$ cat config.mk
export PLATFORM = sky130hd
export DESIGN_NAME = muldiv_unit_flat
export DESIGN_NICKNAME = d
export VERILOG_FILES = /design/src/rtl/muldiv_unit_if.sv /design/src/rtl/muldiv_unit.sv /design/src/flat_wrapper.sv
export SDC_FILE = /design/constraint.sdc
export NUM_CORES = 1
export LEC_CHECK = 0
export BUFFER_PORTS_ARGS = -buffer_cell sky130_fd_sc_hd__buf_2
export CAP_MARGIN = 25
export CORE_MARGIN = 1.5
export CORE_UTILIZATION = 58
export CTS_CLUSTER_DIAMETER = 60
export DETAILED_ROUTE_END_ITERATION = 10
export PLACE_DENSITY = 0.84
export SLEW_MARGIN = 20
export SYNTH_ARGS = -nofsm -noshare
export SYNTH_HDL_FRONTEND = slang
export SYNTH_SLANG_ARGS = --single-unit
$ cat constraint.sdc
create_clock -name clk -period 6.2 [get_ports clk]
set_clock_uncertainty 0.05 [all_clocks]
set_input_delay 0.62 -clock clk [delete_from_list [all_inputs] [get_ports clk]]
set_output_delay 0.62 -clock clk [all_outputs]
set_load 0.1 [all_outputs]
$ cat src/rtl/muldiv_unit_if.sv
`default_nettype none
// ============================================================================
// Module   : muldiv_unit_if
// Purpose  : Start handshake, direct-write and HI/LO result bundle for the
//            iterative multiply/divide unit.
// Revision : 1.0 - initial release
// ============================================================================
interface muldiv_unit_if #(
    parameter int WIDTH = 32
);
    logic             start_valid;
    logic             start_ready;
    logic [1:0]       op;
    logic [WIDTH-1:0] a;
    logic [WIDTH-1:0] b;
    logic             flush;
    logic             hi_we;
    logic             lo_we;
    logic [WIDTH-1:0] wdata;
    logic             busy;
    logic             done;
    logic [WIDTH-1:0] hi;
    logic [WIDTH-1:0] lo;

    modport master (
        output start_valid, op, a, b, flush, hi_we, lo_we, wdata,
        input  start_ready, busy, done, hi, lo
    );

    modport slave (
        input  start_valid, op, a, b, flush, hi_we, lo_we, wdata,
        output start_ready, busy, done, hi, lo
    );
endinterface
`default_nettype wire

$ cat src/rtl/muldiv_unit.sv
`default_nettype none
// ============================================================================
// Module   : muldiv_unit
// Purpose  : Iterative signed/unsigned multiply (shift-add) and divide
//            (restoring) with architectural HI/LO registers.
//            Optional: MULDIV_EARLY_OUT_EN skips iteration when b == 0.
// Revision : 1.0 - initial release
// ============================================================================
module muldiv_unit #(
    parameter int WIDTH = 32
) (
    input  wire logic        clk,
    input  wire logic        rst,
    muldiv_unit_if.slave     mdu
);
    localparam int CNT_W = $clog2(WIDTH + 1);
    localparam logic [CNT_W-1:0] c_cnt_init = CNT_W'(WIDTH);

    typedef enum logic [1:0] {
        S_IDLE = 2'd0,
        S_CALC = 2'd1,
        S_FIX  = 2'd2
    } state_t;

    state_t             r_state;
    logic [CNT_W-1:0]   r_cnt;
    logic [1:0]         r_op;
    logic               r_neg_q;
    logic               r_neg_r;
    logic               r_dbz;
    logic [WIDTH:0]     r_acc;
    logic [WIDTH-1:0]   r_mq;
    logic [WIDTH-1:0]   r_mcand;
    logic [WIDTH-1:0]   r_hi;
    logic [WIDTH-1:0]   r_lo;
    logic               r_busy;
    logic               r_done;

    logic               w_fire;
    logic               w_early;
    logic               w_a_neg;
    logic               w_b_neg;
    logic [WIDTH-1:0]   w_amag;
    logic [WIDTH-1:0]   w_bmag;
    logic [WIDTH:0]     w_sum;
    logic [WIDTH:0]     w_shift;
    logic [WIDTH+1:0]   w_diff;
    logic [WIDTH:0]     w_acc_nxt;
    logic [WIDTH-1:0]   w_mq_nxt;
    logic [2*WIDTH-1:0] w_prod;
    logic [2*WIDTH-1:0] w_prod_s;
    logic [WIDTH-1:0]   w_rem;
    logic [WIDTH-1:0]   w_hi_res;
    logic [WIDTH-1:0]   w_lo_res;

    assign mdu.start_ready = (r_state == S_IDLE) && !mdu.flush;
    assign mdu.busy        = r_busy;
    assign mdu.done        = r_done;
    assign mdu.hi          = r_hi;
    assign mdu.lo          = r_lo;

    assign w_fire  = mdu.start_valid && mdu.start_ready;
    assign w_a_neg = !mdu.op[0] && mdu.a[WIDTH-1];
    assign w_b_neg = !mdu.op[0] && mdu.b[WIDTH-1];
    assign w_amag  = w_a_neg ? -mdu.a : mdu.a;
    assign w_bmag  = w_b_neg ? -mdu.b : mdu.b;

`ifdef MULDIV_EARLY_OUT_EN
    assign w_early = (mdu.b == '0);
`else
    assign w_early = 1'b0;
`endif

    // One iteration: multiply adds then shifts right; divide shifts left then trial-subtracts.
    assign w_sum   = r_mq[0] ? (r_acc + {1'b0, r_mcand}) : r_acc;
    assign w_shift = {r_acc[WIDTH-1:0], r_mq[WIDTH-1]};
    assign w_diff  = {1'b0, w_shift} - {2'b00, r_mcand};

    always_comb begin
        w_acc_nxt = r_acc;
        w_mq_nxt  = r_mq;
        if (!r_op[1]) begin
            w_acc_nxt = {1'b0, w_sum[WIDTH:1]};
            w_mq_nxt  = {w_sum[0], r_mq[WIDTH-1:1]};
        end else if (!w_diff[WIDTH+1]) begin
            w_acc_nxt = w_diff[WIDTH:0];
            w_mq_nxt  = {r_mq[WIDTH-2:0], 1'b1};
        end else begin
            w_acc_nxt = w_shift;
            w_mq_nxt  = {r_mq[WIDTH-2:0], 1'b0};
        end
    end

    // Divide by zero leaves |a| in the remainder, so restoring its sign yields hi = a.
    assign w_prod   = {r_acc[WIDTH-1:0], r_mq};
    assign w_prod_s = r_neg_q ? -w_prod : w_prod;
    assign w_rem    = r_neg_r ? -r_acc[WIDTH-1:0] : r_acc[WIDTH-1:0];
    assign w_hi_res = r_op[1] ? w_rem : w_prod_s[2*WIDTH-1:WIDTH];
    assign w_lo_res = !r_op[1] ? w_prod_s[WIDTH-1:0] :
                      r_dbz    ? '1 :
                      r_neg_q  ? -r_mq : r_mq;

    always_ff @(posedge clk or posedge rst) begin
        if (rst) begin
            r_state <= S_IDLE;
            r_cnt   <= '0;
            r_op    <= 2'b00;
            r_neg_q <= 1'b0;
            r_neg_r <= 1'b0;
            r_dbz   <= 1'b0;
            r_acc   <= '0;
            r_mq    <= '0;
            r_mcand <= '0;
            r_hi    <= '0;
            r_lo    <= '0;
            r_busy  <= 1'b0;
            r_done  <= 1'b0;
        end else begin
            r_done <= 1'b0;
            if (!r_busy) begin
                if (mdu.hi_we) r_hi <= mdu.wdata;
                if (mdu.lo_we) r_lo <= mdu.wdata;
            end
            case (r_state)
                S_IDLE: begin
                    if (w_fire) begin
                        r_op    <= mdu.op;
                        r_neg_q <= w_a_neg ^ w_b_neg;
                        r_neg_r <= w_a_neg;
                        r_dbz   <= mdu.op[1] && (mdu.b == '0);
                        r_cnt   <= c_cnt_init;
                        r_acc   <= (w_early && mdu.op[1]) ? {1'b0, w_amag} : '0;
                        r_mq    <= mdu.op[1] ? w_amag : w_bmag;
                        r_mcand <= mdu.op[1] ? w_bmag : w_amag;
                        r_busy  <= 1'b1;
                        r_state <= w_early ? S_FIX : S_CALC;
                    end
                end
                S_CALC: begin
                    if (mdu.flush) begin
                        r_busy  <= 1'b0;
                        r_state <= S_IDLE;
                    end else begin
                        r_acc <= w_acc_nxt;
                        r_mq  <= w_mq_nxt;
                        r_cnt <= r_cnt - CNT_W'(1);
                        if (r_cnt == CNT_W'(1)) r_state <= S_FIX;
                    end
                end
                S_FIX: begin
                    r_busy  <= 1'b0;
                    r_state <= S_IDLE;
                    if (!mdu.flush) begin
                        r_hi   <= w_hi_res;
                        r_lo   <= w_lo_res;
                        r_done <= 1'b1;
                    end
                end
                default: begin
                    r_busy  <= 1'b0;
                    r_state <= S_IDLE;
                end
            endcase
        end
    end
endmodule
`default_nettype wire

$ cat src/flat_wrapper.sv
// flat-port wrapper written by rule: the top's interface ports become plain ports
module muldiv_unit_flat 
#(
    parameter int WIDTH = 32
)
  (clk, rst, mdu_start_valid, mdu_op, mdu_a, mdu_b, mdu_flush, mdu_hi_we, mdu_lo_we, mdu_wdata, mdu_start_ready, mdu_busy, mdu_done, mdu_hi, mdu_lo);
  muldiv_unit_if #(.WIDTH(WIDTH)) mdu_i ();
  input  wire logic clk;
  input  wire logic rst;
  input wire logic [$bits(mdu_i.start_valid)-1:0] mdu_start_valid;
  input wire logic [$bits(mdu_i.op)-1:0] mdu_op;
  input wire logic [$bits(mdu_i.a)-1:0] mdu_a;
  input wire logic [$bits(mdu_i.b)-1:0] mdu_b;
  input wire logic [$bits(mdu_i.flush)-1:0] mdu_flush;
  input wire logic [$bits(mdu_i.hi_we)-1:0] mdu_hi_we;
  input wire logic [$bits(mdu_i.lo_we)-1:0] mdu_lo_we;
  input wire logic [$bits(mdu_i.wdata)-1:0] mdu_wdata;
  output wire logic [$bits(mdu_i.start_ready)-1:0] mdu_start_ready;
  output wire logic [$bits(mdu_i.busy)-1:0] mdu_busy;
  output wire logic [$bits(mdu_i.done)-1:0] mdu_done;
  output wire logic [$bits(mdu_i.hi)-1:0] mdu_hi;
  output wire logic [$bits(mdu_i.lo)-1:0] mdu_lo;
  assign mdu_i.start_valid = mdu_start_valid;
  assign mdu_i.op = mdu_op;
  assign mdu_i.a = mdu_a;
  assign mdu_i.b = mdu_b;
  assign mdu_i.flush = mdu_flush;
  assign mdu_i.hi_we = mdu_hi_we;
  assign mdu_i.lo_we = mdu_lo_we;
  assign mdu_i.wdata = mdu_wdata;
  assign mdu_start_ready = mdu_i.start_ready;
  assign mdu_busy = mdu_i.busy;
  assign mdu_done = mdu_i.done;
  assign mdu_hi = mdu_i.hi;
  assign mdu_lo = mdu_i.lo;
  muldiv_unit #(.WIDTH(WIDTH)) u_core (.clk(clk), .rst(rst), .mdu(mdu_i));
endmodule
Yosys cells after proc, flatten, opt, wreduce, memory -nomap -nowiden:

Cells that the tools add are included.

* bits in registers: 176
* input bits: 104
* output and inout port bits: 67
* logic and storage cells: 84

* add/sub/neg operators: 8
* eq/ne operators: 7
* muxes and demuxes: 41
* bitwise operators: 1
* reduce and logical (&&, ||, !) cells: 14

Operators by type and width (number)
* $mux W32: 20
* $mux W33: 5
* $neg A32 Y32: 4
* $pmux W33 S2: 1
* $mux W64: 1
* $neg A64 Y64: 1
* $pmux W32 S2: 1
* $sub A33 B32 Y34: 1
* $add A33 B32 Y33: 1
* $logic_not A32 Y1: 1
* $mux W6: 2
* $pmux W6 S2: 1
* $eq A6 B1 Y1 const B: 1
* $mux W2: 3
* $reduce_and A2 Y1: 3
* $sub A6 B1 Y6 const B: 1
* $logic_and A1 B1 Y1: 5
* $mux W1: 5
* $ne A2 B2 Y1 const B: 2
* $pmux W2 S2: 1
* $ne A3 B2 Y1 const B: 1
* $reduce_and A3 Y1: 1
* $eq A2 B1 Y1 const B: 1
* $eq A2 B2 Y1 const B: 1
* 6 further kinds: 7

Logic depth before layout (Yosys ltp):

Gate-level depths: netlist of run 1.

* depth in word-level cells: 6
* mapped depth: 14
* mapped depth without buffers: 12

Least setup slack after synthesis of run 1:

No wires, ideal clock.

* path type: input to register
* from: input port mdu_flush
* to: register u_core.r_mq[27]
* setup time: 0.126 ns
* arrival: 4.022 ns
* data required time: 6.024 ns
* setup slack: 2.002 ns
* cell stages on the path: 7
* buffers on the path: 2
* cell sequence: nor3_1 -> and2_1 -> clkbuf_1 -> nor2_1 -> clkbuf_1 -> a221oi_1 -> nand2_1

* cells in the longest elaborated chain, start to end: 5
* elaborated cells on any way between the ends: 6
* those cells by class: eq/ne (2); reduce/logical (4)

RTL lines
* from (decl): RTL line flat_wrapper.sv:14 `input wire logic [$bits(mdu_i.flush)-1:0] mdu_flush;`
* $logic_not A1 Y1: RTL line muldiv_unit.sv:56 `assign mdu.start_ready = (r_state == S_IDLE) && !mdu.flush;`
* $logic_and A1 B1 Y1: RTL line muldiv_unit.sv:56
* $logic_and A1 B1 Y1: RTL line muldiv_unit.sv:62 `assign w_fire = mdu.start_valid && mdu.start_ready;`
* $ne A2 B1 Y1 (no line)
* $reduce_and A3 Y1 (no line) (*)
* to (signal assigned): RTL line muldiv_unit.sv:133 `r_mq <= mdu.op[1] ? w_amag : w_bmag;`
* to (signal assigned): RTL line muldiv_unit.sv:145 `r_mq <= w_mq_nxt;`
* to (decl): RTL line muldiv_unit.sv:32 `logic [WIDTH-1:0] r_mq;`

Every way passes the cells marked *; elsewhere a longest branch is shown, timed or not.
A chain may end at the register's enable or synchronous reset.

Worst setup path in the final report of run 1:

* from: register u_core.r_acc[0]
* to: register u_core.r_acc[31]

* cells in the longest elaborated chain, start to end: 5
* elaborated cells on any way between the ends: 7
* those cells by class: add/sub (2); mux (5)

RTL lines
* from (decl): RTL line muldiv_unit.sv:31 `logic [WIDTH:0] r_acc;`
* from (signal assigned): RTL line muldiv_unit.sv:132 `r_acc <= (w_early && mdu.op[1]) ? {1'b0, w_amag} : '0;`
* from (signal assigned): RTL line muldiv_unit.sv:144 `r_acc <= w_acc_nxt;`
* $add A33 B32 Y33 / $sub A33 B32 Y34 (equally long branches): RTL line muldiv_unit.sv:75, muldiv_unit.sv:77
* $mux W33, on equally long branches: RTL line muldiv_unit.sv:75, muldiv_unit.sv:85
* $mux W33 (*): RTL line muldiv_unit.sv:82 `if (!r_op[1]) begin`
* $mux W33 (*): RTL line muldiv_unit.sv:140 `if (mdu.flush) begin`
* $pmux W33 S2 (*): RTL line muldiv_unit.sv:124 `case (r_state)`

Every way passes the cells marked *; elsewhere a longest branch is shown, timed or not. The select of a mux whose other input is x is not followed.

==> impl_metrics.csv, run 1 <==
group,metric,value,unit
setup_path,cp.buffers_inverters,1,
final_layout,final_layout_size_suffix_gt1_share,14.0,%
power,power_frac_clock,13.2,%
logic_synthesis,syn_nets,2141,
setup_path,ff2ff_setup_slack,2.00,ns
final_layout,layout.nets,2230,
flow_run,drv_cap,0,
setup_path,r2r_end,"u_core.r_acc[31]$_DFFE_PP0P_",
power,p_sw,4.94,mW
power,internal-power,3.82,mW
drt,drt_iter0_markers,2207,
setup_path,crit_slowest_cell,"or4b_2",
logic_synthesis,syn_inst,1965,
clock_tree,cts-resized-gates,0,
logic_synthesis,synth_seq_area_share,28.3,%
clock_tree,ctsHoldBuffers,0,
worst_hold_path,hold_class,"in2async",
clock_tree,cts_setup_buffers,0,
status,status,"finished with violations",
placement,gp_congestion,0.982,
setup_path,crit_end,"u_core.r_acc[31]$_DFFE_PP0P_",
clock_tree,clockBufferDepth,2,
timing,maxSlewViolCount,0,
power,ir_drop,263,uV
logic_synthesis,async_flop_share,100,%
clock_tree,clock-sinks,175,
floorplan,die_w,166,um
timing,final-hold-violation-count,0,
timing,fmax,238,MHz
clock_tree,cts_made_buffers,17,
power,netSwitchingFraction,56.4,%
setup_path,path_class,"reg2reg",
floorplan,start_util,59.1,%
setup_path,ff2ff_path_depth,12,
floorplan,core_area,26100,um2
grt,grt_max_degree,76,
power,leakagePower,7.47,nW
grt,grt_usage,40.1,%
setup_path,start_kind,"register",
logic_synthesis,synth_seq_cells,175,
grt,grt_pass1_vias,14800,
drt,routed_wirelength,55.9,mm
floorplan,die_area,27600,um2
timing,setup_viol,0,
logic_synthesis,synth_area_leaders,"dfrtp_1 28%, nand2_1 6.4%, a21oi_1 5.7%",
timing,max-slew-margin-rel,29.4,%
clock_tree,htree_levels,4,
timing,holdWs,0.108,ns
drt,routedWlPerCell,23.3,um
clock_tree,clk-insertion-delay-late,0.45,ns
logic_synthesis,synth_edf_count,0,
setup_path,required,6.48,ns
setup_path,crit_fanout,10,
setup_path,slowest_delay,0.65,ns
placement,io_buffers,170,
timing,setup_tns,0,ns
logic_synthesis,syn_area,15400,um2
final_layout,final_core_util,65.4,%
logic_synthesis,synth_top_area_cell,"dfrtp_1",
clock_tree,cts_tree,"built",
setup_path,cp-end-kind,"register",
power,comb_power_share,63.1,%
grt,antenna_found_initial,1,
power,finalPower,8.76,mW
timing,rsz0062_at_grt,"no",
setup_path,reg2reg_from,"u_core.r_acc[0]$_DFFE_PP0P_",
grt,gr-total-overflow,0,
drt,ant_nets,0,
drt,dr.pass1.iters,9,
grt,grt_pass1_wl,86.4,mm
power,seqPwrFrac,23.7,%
timing,worst-slew-pin-transition,1.05,ns
setup_path,crit_path_frequent_cell,"a21oi_1",
final_layout,area_growth_syn_to_layout,10.7,%
timing,period_share,67.7,%
clock_tree,clockRootBuffer,"clkbuf_16",
setup_path,crit_arrival,4.48,ns
clock_tree,path_clk_slew,0.09,ns
logic_synthesis,netlist-cell-type-count,79,
setup_path,worst-path-stages,12,
logic_synthesis,yosys_most_used_dff,"dfrtp_1",
floorplan,placement_rows,59,
timing,timing.final.crit_period,4.20,ns
drt,vias,16000,
logic_synthesis,syn_area_per_cell,7.86,um2
floorplan,io_pins,171,
power,p_per_area,512,nW/um2
placement,dp_hpwl,42.1,mm
drt,route.detailed.drc,25,
setup_path,startpoint,"u_core.r_acc[0]$_DFFE_PP0P_",
logic_synthesis,yosys_warnings,0,
drt,via_per_inst,6.67,
setup_path,cp_top_family,"compound AO/OA/AOI/OAI gates",
logic_synthesis,synth_top_area_share,28.3,%
status,violations,"design-rule violations",
setup_path,cp_cell_sequence,"ha_1 > inv_1 > fa_1 > nand2b_1 > a21oi_1 > o21ai_0 > o211ai_1 > a21oi_1 > a21oi_1 > a41oi_1 > or4b_2 > a32o_1",
floorplan,fp.dieH,166,um
==> through the flow <==
stage,setup slack [ns],cell area [um2],instances
floorplan,0.785,15400,1965
global placement,2.19,16400,2368
detailed placement,2.14,16500,2369
CTS,2.12,17100,2401
global route,1.84,17100,2403
finish,2.00,17100,2403
==> layout by cell type, fill, tap and decap left out, drive strengths merged, types with 70 or more instances in the layout <==
cell type,count
ha,70
dfrtp,175
xor2,92
nor2,151
nand2,267
xnor2,84
mux2i,81
a21oi,176
buf,195
o21ai,176
==> logic make-up (layout without fill, tap and decap cells) <==
| logic type | after synthesis | in the layout | share of synthesized area [%] |
|---|---|---|---|
| xor+xnor | 176 | 176 | 9.98 |
| mux | 102 | 102 | 6.78 |
| compound gates | 610 | 610 | 25.1 |
| simple gates | 641 | 641 | 19.2 |
| fa+ha+maj | 72 | 72 | 5.93 |
| other cells | 0 | 1 | 0 |
| flops | 175 | 175 | 28.3 |
| buf+inv | 189 | 291 | 4.68 |
==> final cells by class <==
cell class              count  area, um2
multi-input cells        1601      10400
fillers                  2302       9030
flip-flops and latches    175       4380
repair buffers            195       1050
clock buffers              17        425
well taps                 335        419
inverters                  64        245
clock inverters            15        205
diodes                      1       2.50
==> synthesized netlist by cell type, types with 10 or more instances <==
cell,number
nand2_1,265
a21oi_1,175
dfrtp_1,175
o21ai_0,161
nor2_1,151
clkbuf_1,105
xor2_1,92
xnor2_1,84
mux2i_1,81
ha_1,70
inv_1,62
nor3_1,44
nand3_1,35
o211ai_1,34
a32oi_1,33
o31ai_1,24
a21o_1,21
mux2_2,21
a211oi_1,19
nand2b_1,19
nor2b_1,18
nor4_1,18
a31oi_1,16
buf_1,14
or3_1,14
and3_1,13
a22o_1,11
nand4_1,11
o221ai_1,11
nand3b_1,10
==> power by group through the flow <==
stage | logic, mW | clock network (mW) | registers (mW)
2_1_floorplan | 3.18 | 0 | 2.89
3_3_place_gp | 5.35 | 0 | 2.03
3_5_place_dp | 5.38 | 0 | 2.06
4_1_cts | 5.42 | 1.15 | 2.04
5_1_grt | 5.93 | 1.20 | 2.10
6_report | 5.53 | 1.16 | 2.07
==> how the worst min path moves through the flow <==
stage,to,slack (ns)
after floorplan,u_core.r_dbz$_DFFE_PP0P_,0.40
after global placement,u_core.r_acc[32]$_DFFE_PP0P_,0.43
after detailed placement,u_core.r_mcand[2]$_DFFE_PP0P_,0.46
after CTS,u_core.mdu.lo[10]$_DFF_PP0_,0.13
after global routing,u_core.mdu.lo[10]$_DFF_PP0_,0.13
final,u_core.mdu.lo[10]$_DFF_PP0_,0.11
==> routing by layer <==
metal  vias up  track usage [%]  wire (um)  part of all wire, %
met5         -                0          0                    0
met4         0             14.4       2170                  3.9
met3       121             6.53       5470                  9.8
met2       911             61.5      24400                   44
met1      7704             57.2      23900                   43
li1       7291                -          -                    -
==> sequential cells by signal, summed over array words and instances, names as in the netlist <==
name and cells:
u_core.mdu.busy 1, u_core.r_mcand 32, u_core.r_dbz 1, u_core.mdu.done 1, u_core.mdu.lo 32, u_core.mdu.hi 32, u_core.r_neg_r 1, u_core.r_cnt 6
u_core.r_mq 32, u_core.r_state 2, u_core.r_neg_q 1, u_core.r_op 1, u_core.r_acc 33
Note: power is estimated with default switching activity, not from simulation.
==> inputs of run 2 (changes only) <==
--- a/config.mk
+++ b/config.mk
@@ -5,10 +5,11 @@
 export SDC_FILE = /design/constraint.sdc
 export NUM_CORES = 1
 export LEC_CHECK = 0
+export ABC_AREA = 1
 export BUFFER_PORTS_ARGS = -buffer_cell sky130_fd_sc_hd__buf_2
 export CAP_MARGIN = 25
 export CORE_MARGIN = 1.5
-export CORE_UTILIZATION = 58
+export CORE_UTILIZATION = 56
 export CTS_CLUSTER_DIAMETER = 60
 export DETAILED_ROUTE_END_ITERATION = 10
 export PLACE_DENSITY = 0.84
==> constraint.sdc (replaced) <==
create_clock -name clk -period 3.6 [get_ports clk]
set_clock_uncertainty 0.05 [all_clocks]
set_input_delay 0.36 -clock clk [delete_from_list [all_inputs] [get_ports clk]]
set_output_delay 0.36 -clock clk [all_outputs]
set_load 0.1 [all_outputs]
==> impl_metrics.csv, run 2 <==
group,metric,value,unit
logic_synthesis,netlist-cell-type-count,53,
drt,routed_wirelength,80.8,mm
logic_synthesis,synth_top_area_cell,"dfrtp_1",
clock_tree,cts_tree,"built",
logic_synthesis,synth_top_area_share,23.5,%
grt,grt_pass1_wl,119,mm
final_layout,final_layout_size_suffix_gt1_share,10.2,%
final_layout,layout.nets,3471,
clock_tree,htree_levels,4,
timing,maxSlewViolCount,0,
final_layout,area_growth_syn_to_layout,9.89,%
final_layout,mostFrequentLayoutCells,"1004 x nand2_1, 463 x inv_1, 316 x nor2_1, 294 x nand3_1, 209 x a21oi_1",
logic_synthesis,async_flop_share,100,%
placement,dp_hpwl,64.9,mm
grt,grt_max_degree,67,
logic_synthesis,synth_seq_area_share,23.5,%
drt,wl_met3,11.5,mm
power,ir_drop,679,uV
clock_tree,clock-sinks,175,
final_layout,largest-register,"u_core.r_acc",
clock_tree,clockBufferDepth,2,
worst_hold_path,hold_class,"in2reg",
timing,rsz0062_at_grt,"no",
setup_path,cp-end-kind,"register",
setup_path,start_kind,"register",
timing,holdWs,0.121,ns
power,p_per_area,997,nW/um2
logic_synthesis,yosysMostFrequentCell,"nand2_1",
clock_tree,cts_made_buffers,17,
timing,setup_viol,0,
logic_synthesis,synth_edf_count,0,
setup_path,crit_fanout,7,
timing,final-hold-violation-count,0,
drt,dr.pass1.iters,7,
status,status,"finished, final reports clean",
timing,fmax,332,MHz
logic_synthesis,synth_area_leaders,"dfrtp_1 23%, nand2_1 20%, inv_1 9.3%",
grt,grt_pass1_vias,20200,
drt,ant_nets,0,
placement,gp_congestion,1.16,
final_layout,final_core_util,62.7,%
drt,drt_iter0_markers,3436,
clock_tree,cts-resized-gates,0,
clock_tree,clk-insertion-delay-late,0.47,ns
drt,vias,23000,
logic_synthesis,ys_top_cells_by_count,"1004 x nand2_1, 464 x inv_1, 320 x nor2_1, 294 x nand3_1, 209 x a21oi_1",
drt,routed-wl-met2,32.9,mm
placement,dp_cells,3717,
drt,via_per_inst,6.12,
timing,setup_tns,0,ns
final_layout,finalNonFillerCells,3750,
setup_path,path_class,"reg2reg",
logic_synthesis,yosys_most_used_dff,"dfrtp_1",
placement,dpl-instance-area,19900,um2
floorplan,die_w,186,um
logic_synthesis,syn_area_per_cell,5.88,um2
timing,max-slew-margin-rel,26.1,%
clock_tree,path_clk_slew,0.08,ns
logic_synthesis,syn_inst,3173,
clock_tree,clockRootBuffer,"clkbuf_16",
setup_path,required,3.95,ns
final_layout,antennaDiodeCount,0,
drt,routedWlPerCell,21.5,um
logic_synthesis,syn_nets,3349,
logic_synthesis,syn_area,18700,um2
floorplan,start_util,57.1,%
logic_synthesis,yosys_warnings,0,
logic_synthesis,synth_seq_cells,175,
timing,timing.final.crit_period,3.02,ns
drt,route.detailed.drc,0,
timing,worst-slew-pin-transition,1.11,ns
timing,period_share,83.8,%
floorplan,placement_rows,66,
clock_tree,cts_setup_buffers,0,
final_layout,fin_area,20500,um2
power,leakagePower,11.1,nW
grt,gr-total-overflow,0,
final_layout,final_common_cell,"nand2_1",
floorplan,core_area,32700,um2
grt,antenna_found_initial,0,
setup_path,crit_arrival,3.37,ns
drt,top_layer_used,"met4",
floorplan,die_area,34400,um2
flow_run,drv_cap,0,
drt,drt-met1-wl,31.5,mm
clock_tree,ctsHoldBuffers,1,
placement,io_buffers,170,
floorplan,io_pins,171,
floorplan,fp.dieH,186,um
grt,grt_usage,46.5,%
final_layout,largest_reg_flops,33,
## run 2: cells by family after synthesis
group	share of synthesized area [%]
DFF	23.5
AOI/OAI and AO/OA	15.1
buffers and inverters	12.2
and+or+nand+nor	41.1
adders and majority gates	4.91
xor gates and xnor gates	3.28
## run 2: worst max-delay path, stage by stage, from the launching register on
cell	delay, ns
dfrtp_1	0.49
ha_1	0.39
inv_1	0.10
fa_1	0.39
inv_1	0.20
nand3_1	0.10
nand3_1	0.19
nand2_1	0.08
nand2_1	0.15
nand2_1	0.09
nand2_1	0.15
xor2_1	0.18
nand2_1	0.07
a21oi_1	0.19
nand2_1	0.08
nand2_1	0.06
## run 2: per-layer routing
layer	GRT usage [%]	up-vias
li1	-	10500
met1	62.3	10500
met2	67.0	1706
met3	14.4	256
met4	24.2	0
met5	0	-
## run 2: metrics by stage
stage | setup slack (ns) | total power, mW
finish | 0.585 | 20.4
global route | 0.447 | 21.5
CTS | 0.751 | 19.8
detailed placement | 0.785 | 17.8
global placement | 0.801 | 17.7
floorplan | 0.718 | 13.8
## run 2: worst paths after layout
path                                             start                             end  slack, ns  depth (start not counted)
hold / removal                            mdu_wdata[2]      u_core.mdu.lo[2]$_DFF_PP0_       0.12                          3
max in group asynchronous                          rst     u_core.r_mq[18]$_DFFE_PP0P_       2.20                          5
hold reg to reg            u_core.r_cnt[3]$_DFFE_PP0P_     u_core.r_cnt[3]$_DFFE_PP0P_       0.46                          1
min in group asynchronous                          rst  u_core.r_mcand[28]$_DFFE_PP0P_       0.41                          3
setup / recovery           u_core.r_acc[0]$_DFFE_PP0P_    u_core.r_acc[15]$_DFFE_PP0P_       0.58                         15
setup reg to reg           u_core.r_acc[0]$_DFFE_PP0P_    u_core.r_acc[15]$_DFFE_PP0P_       0.58                         15
## run 2: cell type report
cell class | instances | area [um2]
inverter | 477 | 1790
multi-input combinational | 2415 | 12000
clock buffer | 17 | 425
sequential | 175 | 4380
tap | 442 | 553
clock inverter | 15 | 150
timing repair buffer | 209 | 1180
fill | 3204 | 12200
## run 2: power by group
group / switching, mW / total [mW] / internal (mW)
Clock: 0.999 / 1.92 / 0.920
Sequential: 1.13 / 3.86 / 2.74
Combinational: 10.9 / 14.7 / 3.79
